===== config.mk =====
export PLATFORM = sky130hd
export DESIGN_NAME = register_file_mp
export DESIGN_NICKNAME = d
export VERILOG_FILES = /design/src/rtl/regfile_pkg.sv /design/src/rtl/regfile_scoreboard.sv /design/src/rtl/register_file_mp.sv
export SDC_FILE = /design/constraint.sdc
export NUM_CORES = 2
export LEC_CHECK = 0
export BUFFER_PORTS_ARGS = -buffer_cell sky130_fd_sc_hd__buf_2
export CAP_MARGIN = 25
export CORE_UTILIZATION = 59
export CTS_CLUSTER_SIZE = 8
export DETAILED_ROUTE_END_ITERATION = 8
export GPL_TIMING_DRIVEN = 0
export PLACE_DENSITY_LB_ADDON = 0.1
export SLEW_MARGIN = 15
export SYNTH_ARGS = -nofsm -noshare
export SYNTH_HDL_FRONTEND = slang
export SYNTH_SLANG_ARGS = --single-unit

===== constraint.sdc =====
create_clock -name clk -period 4.3 [get_ports clk]
set_clock_uncertainty 0.1 [all_clocks]
set_input_delay 1.075 -clock clk [delete_from_list [all_inputs] [get_ports clk]]
set_output_delay 1.075 -clock clk [all_outputs]
set_load 0.05 [all_outputs]

===== src/rtl/regfile_pkg.sv =====
// Shared constants and types for the multi-port register file and its scoreboard.
// Optional same-cycle write-to-read bypass is enabled with `define REGFILE_BYPASS_EN.
package regfile_pkg;

  localparam int DATA_W_DEF   = 32;
  localparam int NUM_REGS_DEF = 32;
  localparam int ADDR_W_DEF   = $clog2(NUM_REGS_DEF);

  typedef logic [ADDR_W_DEF-1:0] reg_idx_t;
  typedef logic [DATA_W_DEF-1:0] reg_data_t;

  localparam reg_idx_t ZERO_REG = '0;

endpackage


===== src/rtl/regfile_scoreboard.sv =====
// Pending-write scoreboard: one bit per register, set at issue (ID), cleared at writeback (WB).
// With REGFILE_BYPASS_EN, a same-cycle write also hides the pending bit from readers.
module regfile_scoreboard
  import regfile_pkg::*;
#(
  parameter int NUM_REGS = NUM_REGS_DEF,
  parameter int NUM_RD   = 2,
  parameter int NUM_WR   = 1,
  localparam int ADDR_W  = $clog2(NUM_REGS)
) (
  input  logic                           clk,
  input  logic                           rst_n,
  input  logic [NUM_WR-1:0]              we,
  input  logic [NUM_WR-1:0][ADDR_W-1:0]  w_addr,
  input  logic                           sb_set,
  input  logic [ADDR_W-1:0]              sb_addr,
  input  logic [NUM_RD-1:0][ADDR_W-1:0]  r_addr,
  output logic [NUM_RD-1:0]              rd_pending
);

  logic [NUM_REGS-1:0] pending;

  // Clears are applied first so a same-cycle set (younger producer) overrides them.
  always_ff @(posedge clk or negedge rst_n) begin
    if (!rst_n) begin
      pending <= '0;
    end else begin
      for (int j = 0; j < NUM_WR; j++) begin
        if (we[j]) pending[w_addr[j]] <= 1'b0;
      end
      if (sb_set && (sb_addr != ADDR_W'(ZERO_REG))) pending[sb_addr] <= 1'b1;
    end
  end

  always_comb begin
    rd_pending = '0;
    for (int i = 0; i < NUM_RD; i++) begin
      rd_pending[i] = pending[r_addr[i]];
`ifdef REGFILE_BYPASS_EN
      for (int j = 0; j < NUM_WR; j++) begin
        if (we[j] && (w_addr[j] == r_addr[i]) && !(sb_set && (sb_addr == r_addr[i])))
          rd_pending[i] = 1'b0;
      end
`endif
    end
  end

endmodule


===== src/rtl/register_file_mp.sv =====
// Parametrised multi-port register file with integrated pending-write scoreboard.
// Define REGFILE_BYPASS_EN to forward same-cycle write data to the read ports.
module register_file_mp
  import regfile_pkg::*;
#(
  parameter int DATA_W   = DATA_W_DEF,
  parameter int NUM_REGS = NUM_REGS_DEF,
  parameter int NUM_RD   = 2,
  parameter int NUM_WR   = 1,
  localparam int ADDR_W  = $clog2(NUM_REGS)
) (
  input  logic                           clk,
  input  logic                           rst_n,
  input  logic [NUM_WR-1:0]              we,
  input  logic [NUM_WR-1:0][ADDR_W-1:0]  w_addr,
  input  logic [NUM_WR-1:0][DATA_W-1:0]  w_data,
  input  logic [NUM_RD-1:0][ADDR_W-1:0]  r_addr,
  output logic [NUM_RD-1:0][DATA_W-1:0]  rd_data,
  input  logic                           sb_set,
  input  logic [ADDR_W-1:0]              sb_addr,
  output logic [NUM_RD-1:0]              rd_pending
);

  logic [DATA_W-1:0] regs [NUM_REGS];

  // Ports are applied in ascending order so the highest-index port wins a collision.
  always_ff @(posedge clk or negedge rst_n) begin
    if (!rst_n) begin
      for (int r = 0; r < NUM_REGS; r++) regs[r] <= '0;
    end else begin
      for (int j = 0; j < NUM_WR; j++) begin
        if (we[j] && (w_addr[j] != ADDR_W'(ZERO_REG))) regs[w_addr[j]] <= w_data[j];
      end
    end
  end

  always_comb begin
    rd_data = '0;
    for (int i = 0; i < NUM_RD; i++) begin
      rd_data[i] = regs[r_addr[i]];
`ifdef REGFILE_BYPASS_EN
      for (int j = 0; j < NUM_WR; j++) begin
        if (rst_n && we[j] && (w_addr[j] == r_addr[i]) && (r_addr[i] != ADDR_W'(ZERO_REG)))
          rd_data[i] = w_data[j];
      end
`endif
    end
  end

  regfile_scoreboard #(
    .NUM_REGS (NUM_REGS),
    .NUM_RD   (NUM_RD),
    .NUM_WR   (NUM_WR)
  ) u_scoreboard (
    .clk        (clk),
    .rst_n      (rst_n),
    .we         (we),
    .w_addr     (w_addr),
    .sb_set     (sb_set),
    .sb_addr    (sb_addr),
    .r_addr     (r_addr),
    .rd_pending (rd_pending)
  );

endmodule

==> impl_metrics.csv <==
group,metric,value,unit
cells_and_area,final_common_cell,"sky130_fd_sc_hd__dfrtp_1",
setup_path,critPathSlowestCell,"sky130_fd_sc_hd__buf_2",
routing,avgRoutedWirePerCell,33.2,µm
cells_and_area,mostFrequentLayoutCells,"1056 x sky130_fd_sc_hd__dfrtp_1, 1054 x sky130_fd_sc_hd__mux2i_1, 976 x sky130_fd_sc_hd__mux2_2",
clock_tree,tritoncts,"yes",
sta,report.final.setup_viol,19,
yosys,post_synth_xor_area_fraction,0,%
setup_path,cp_data_required_time,3.12,ns
place,pre_cts_ws,-1.23,ns
setup_path,crit_buf_inv,6,
grt,grt-ovfl-total,0,
pwr,powerDensity,467,nW/µm²
place,portBuffers,119,
clock_tree,htree_levels,4,
floorplan,fp.coreArea,95600,µm²
setup_path,cp_slowest_stage_delay,0.28,ns
cells_and_area,layout.filler_cells,7266,
sta,hold_violations,0,
place,place_congestion,0.944,
routing,dr.pass1.iters,8,
yosys,synthAdderAreaFrac,0,%
setup_path,critical_path_class,"in2out",
routing,first_iter_violations,5236,
sta,post-route-min-period,4.37,ns
setup_path,cp_common_cell,"sky130_fd_sc_hd__buf_2",
grt,grt_antenna_before_repair,8,
routing,wirelength,210000,µm
grt,grt_first_pass_wirelength,300000,µm
floorplan,boundaryPins,122,
yosys,yosys.cell_types.count,37,
setup_path,r2r.worst_path.cells,1,
yosys,syn_warnings,0,
yosys,synthesized_net_count,4836,
hold_path,path_class_of_the_lowest_slack_min_delay_path,"in2async",
cells_and_area,regArea,26400,µm²
clock_tree,cts_num_sinks,1056,
setup_path,worstReg2RegEnd,"regs[298]$_DFFE_PN0P_",
yosys,syn-instance-count,4780,
place,postPlaceCellArea,59800,µm²
setup_path,crit_family,"buffers and inverters",
routing,number_of_antenna_violating_nets_in_the_routed_design,0,
setup_path,critical_path.cell_chain,"buf_2 -> and2_1 -> buf_2 -> clkbuf_4 -> buf_6 -> clkbuf_4 -> a22oi_1 -> nand3_1 -> nand3_1 -> buf_2",
clock_tree,cts-root-buf,"sky130_fd_sc_hd__clkbuf_16",
routing,num_vias,44302,
sta,worst_slew_pin_slew,1.15,ns
place,dpl.hpwl,145000,µm
floorplan,initial_utilization,59.9,%
setup_path,cp_data_arrival_time,3.20,ns
clock_tree,clk-insertion-delay-late,0.77,ns
cells_and_area,area.growth.synth_to_final,13.3,%
yosys,synth_ff_type,"sky130_fd_sc_hd__dfrtp_1",
routing,drt_drc_violations_left,0,
setup_path,worstSetupStartpointType,"input port",
run_status,status,"finished with violations",
yosys,synth_area,57300,µm²
sta,max-slew-margin-rel,23.3,%
sta,hold_ws,0.131,ns
floorplan,die_w,314,µm
clock_tree,tritoncts.num_buffers,150,
setup_path,slack_of_the_worst_reg_to_reg_path,3.39,ns
setup_path,kind_of_end_point_of_the_critical_path,"output port",
yosys,synth_top_family_by_area,"multiplexers",
routing,via_per_inst,6.98,
yosys,ys_ff_latch,1056,
yosys,synth_edf_count,0,
yosys,sequential_share_of_the_synthesized_area,46.2,%
pwr,cellLeakagePower,31.0,nW
cells_and_area,multi_input_comb_area,28900,µm²
cells_and_area,postLayoutCellArea,64900,µm²
floorplan,number_of_placement_rows,113,
sta,timing.final.ws_setup,-0.0713,ns
cells_and_area,drive_gt1_share,32.9,%
sta,period_utilization,102,%
clock_tree,clockBufferDepth,3,
yosys,synth.avg_cell_area,12.0,µm²
floorplan,area_of_the_die,98300,µm²
run_status,failed_checks,"negative setup slack",
yosys,ys_async_sr_fraction,100,%
yosys,synth.area.mux_share,37.9,%
setup_path,critical_path.max_fanout,10,
yosys,post_synthesis_simple_gate_area_fraction,4.46,%
sta,grt_setup_unrepaired,"true",
grt,number_of_global_route_vias_before_repair,44184,
setup_path,regToRegStartpoint,"regs[298]$_DFFE_PN0P_",
flow_run,max_cap_viol_count,0,
floorplan,fp.dieH,314,µm
pwr,design_power_total,30.3,mW
grt,grt_use_total,42.5,%
cells_and_area,layout.nets,5124,
sta,timing.fmax,0.229,GHz
grt,largest_net_degree_at_the_start_of_global_routing,145,
clock_tree,path_clk_slew,0.05,ns
sta,timing_max_transition_violations_final,0,
yosys,synth-compound-area-share,7.61,%
pwr,power.ir.vdd_worst,0.433,mV
-- how the worst max path moves through the flow --
stage	start	end	slack, ns	cells past startpoint
after global placement	rst_n	regs[120]$_DFFE_PN0P_	-21.13	1
after global routing	r_addr[6]	rd_data[33]	-0.04	9
after CTS	r_addr[0]	rd_data[29]	-0.05	9
after detailed placement	r_addr[0]	rd_data[14]	-1.23	8
after floorplan	r_addr[1]	rd_data[21]	0.45	8
final	r_addr[7]	rd_pending[1]	-0.07	10
-- flip-flops by register name, indices dropped and copies added (netlist names) --
name / count
regs: 1024
u_scoreboard.pending: 32
-- where the power goes --
group	switching (mW)	total (mW)	internal (mW)
combinational	3.31	6.31	3.00
clock	4.39	10.7	6.26
sequential	1.46	13.3	11.9
-- layer usage --
metal  vias to the layer above  wire [µm]  track usage, %
li1                      18156          -               -
met1                     22716      82400            55.1
met2                      2688      90300            61.8
met3                       732      22000            12.3
met4                        10      15600            28.6
met5                         -        149           0.725
-- through the flow --
stage                     cells  TNS [ns]  util (%)
after detailed placement   6182    -71.58      62.6
after CTS                  6347   -0.0792      67.6
final                      6349    -0.445      67.9
after floorplan            4780         0         -
after global routing       6346    -0.192      67.9
after global placement     6164         -      62.2
-- cell families (layout without fill, tap and decap cells) --
family	count (synthesis)	after routing
other	0	3
AO/OA/AOI/OAI	643	643
AND/OR/NAND/NOR	543	543
flip-flops	1056	1056
buffers and inverters	492	793
multiplexers	2046	2046
-- final cells by class --
cell class / instances / share of cell area [%]
antenna: 3 / 0.0116
sequential: 1056 / 40.7
buffer: 489 / 4.61
multi-input combinational: 3232 / 44.5
timing repair buffer: 138 / 1.54
clock inverter: 11 / 0.189
inverter: 1 / 0.00579
tap: 1265 / 2.44
clock buffer: 154 / 5.92
-- timing repair --
item / 4_1_cts / 5_1_grt
endpoints found under the setup margin: 66 / 64
gates resized for setup: 353 / 136
pin swaps: 0 / 0
buffers inserted: 0 / 0
hold buffers: 0 / 0
-- synth_stat cells (2+ instances only) --
cell type                  number  area [µm²]
sky130_fd_sc_hd__dfrtp_1     1056       26400
sky130_fd_sc_hd__mux2i_1     1054       10600
sky130_fd_sc_hd__mux2_2       976       11000
sky130_fd_sc_hd__clkbuf_1     251         942
sky130_fd_sc_hd__nand2_1      217         815
sky130_fd_sc_hd__nand3_1      202        1010
sky130_fd_sc_hd__a21oi_1      198         991
sky130_fd_sc_hd__a22oi_1      198        1490
sky130_fd_sc_hd__buf_2        180         901
sky130_fd_sc_hd__a22o_1       147        1290
sky130_fd_sc_hd__nor3_1        68         340
sky130_fd_sc_hd__a31oi_1       66         413
sky130_fd_sc_hd__buf_1         41         154
sky130_fd_sc_hd__o21ai_0       30         150
sky130_fd_sc_hd__mux2_1        16         180
sky130_fd_sc_hd__nor2_1        11        41.3
sky130_fd_sc_hd__buf_4          8        60.1
sky130_fd_sc_hd__nand3b_1       8        60.1
sky130_fd_sc_hd__clkbuf_8       6        82.6
sky130_fd_sc_hd__buf_6          5        56.3
sky130_fd_sc_hd__nor2_2         5        31.3
sky130_fd_sc_hd__nor3b_1        5        37.5
sky130_fd_sc_hd__nand2b_1       4        25.0
sky130_fd_sc_hd__nor2_4         4        45.0
sky130_fd_sc_hd__nor2b_1        4        25.0
sky130_fd_sc_hd__nor3b_2        3        37.5
sky130_fd_sc_hd__or2_2          3        18.8
sky130_fd_sc_hd__and2_1         2        12.5
sky130_fd_sc_hd__and3_1         2        12.5
sky130_fd_sc_hd__and3b_1        2        17.5
sky130_fd_sc_hd__o211ai_1       2        15.0
(Power assumes the default switching activity.)
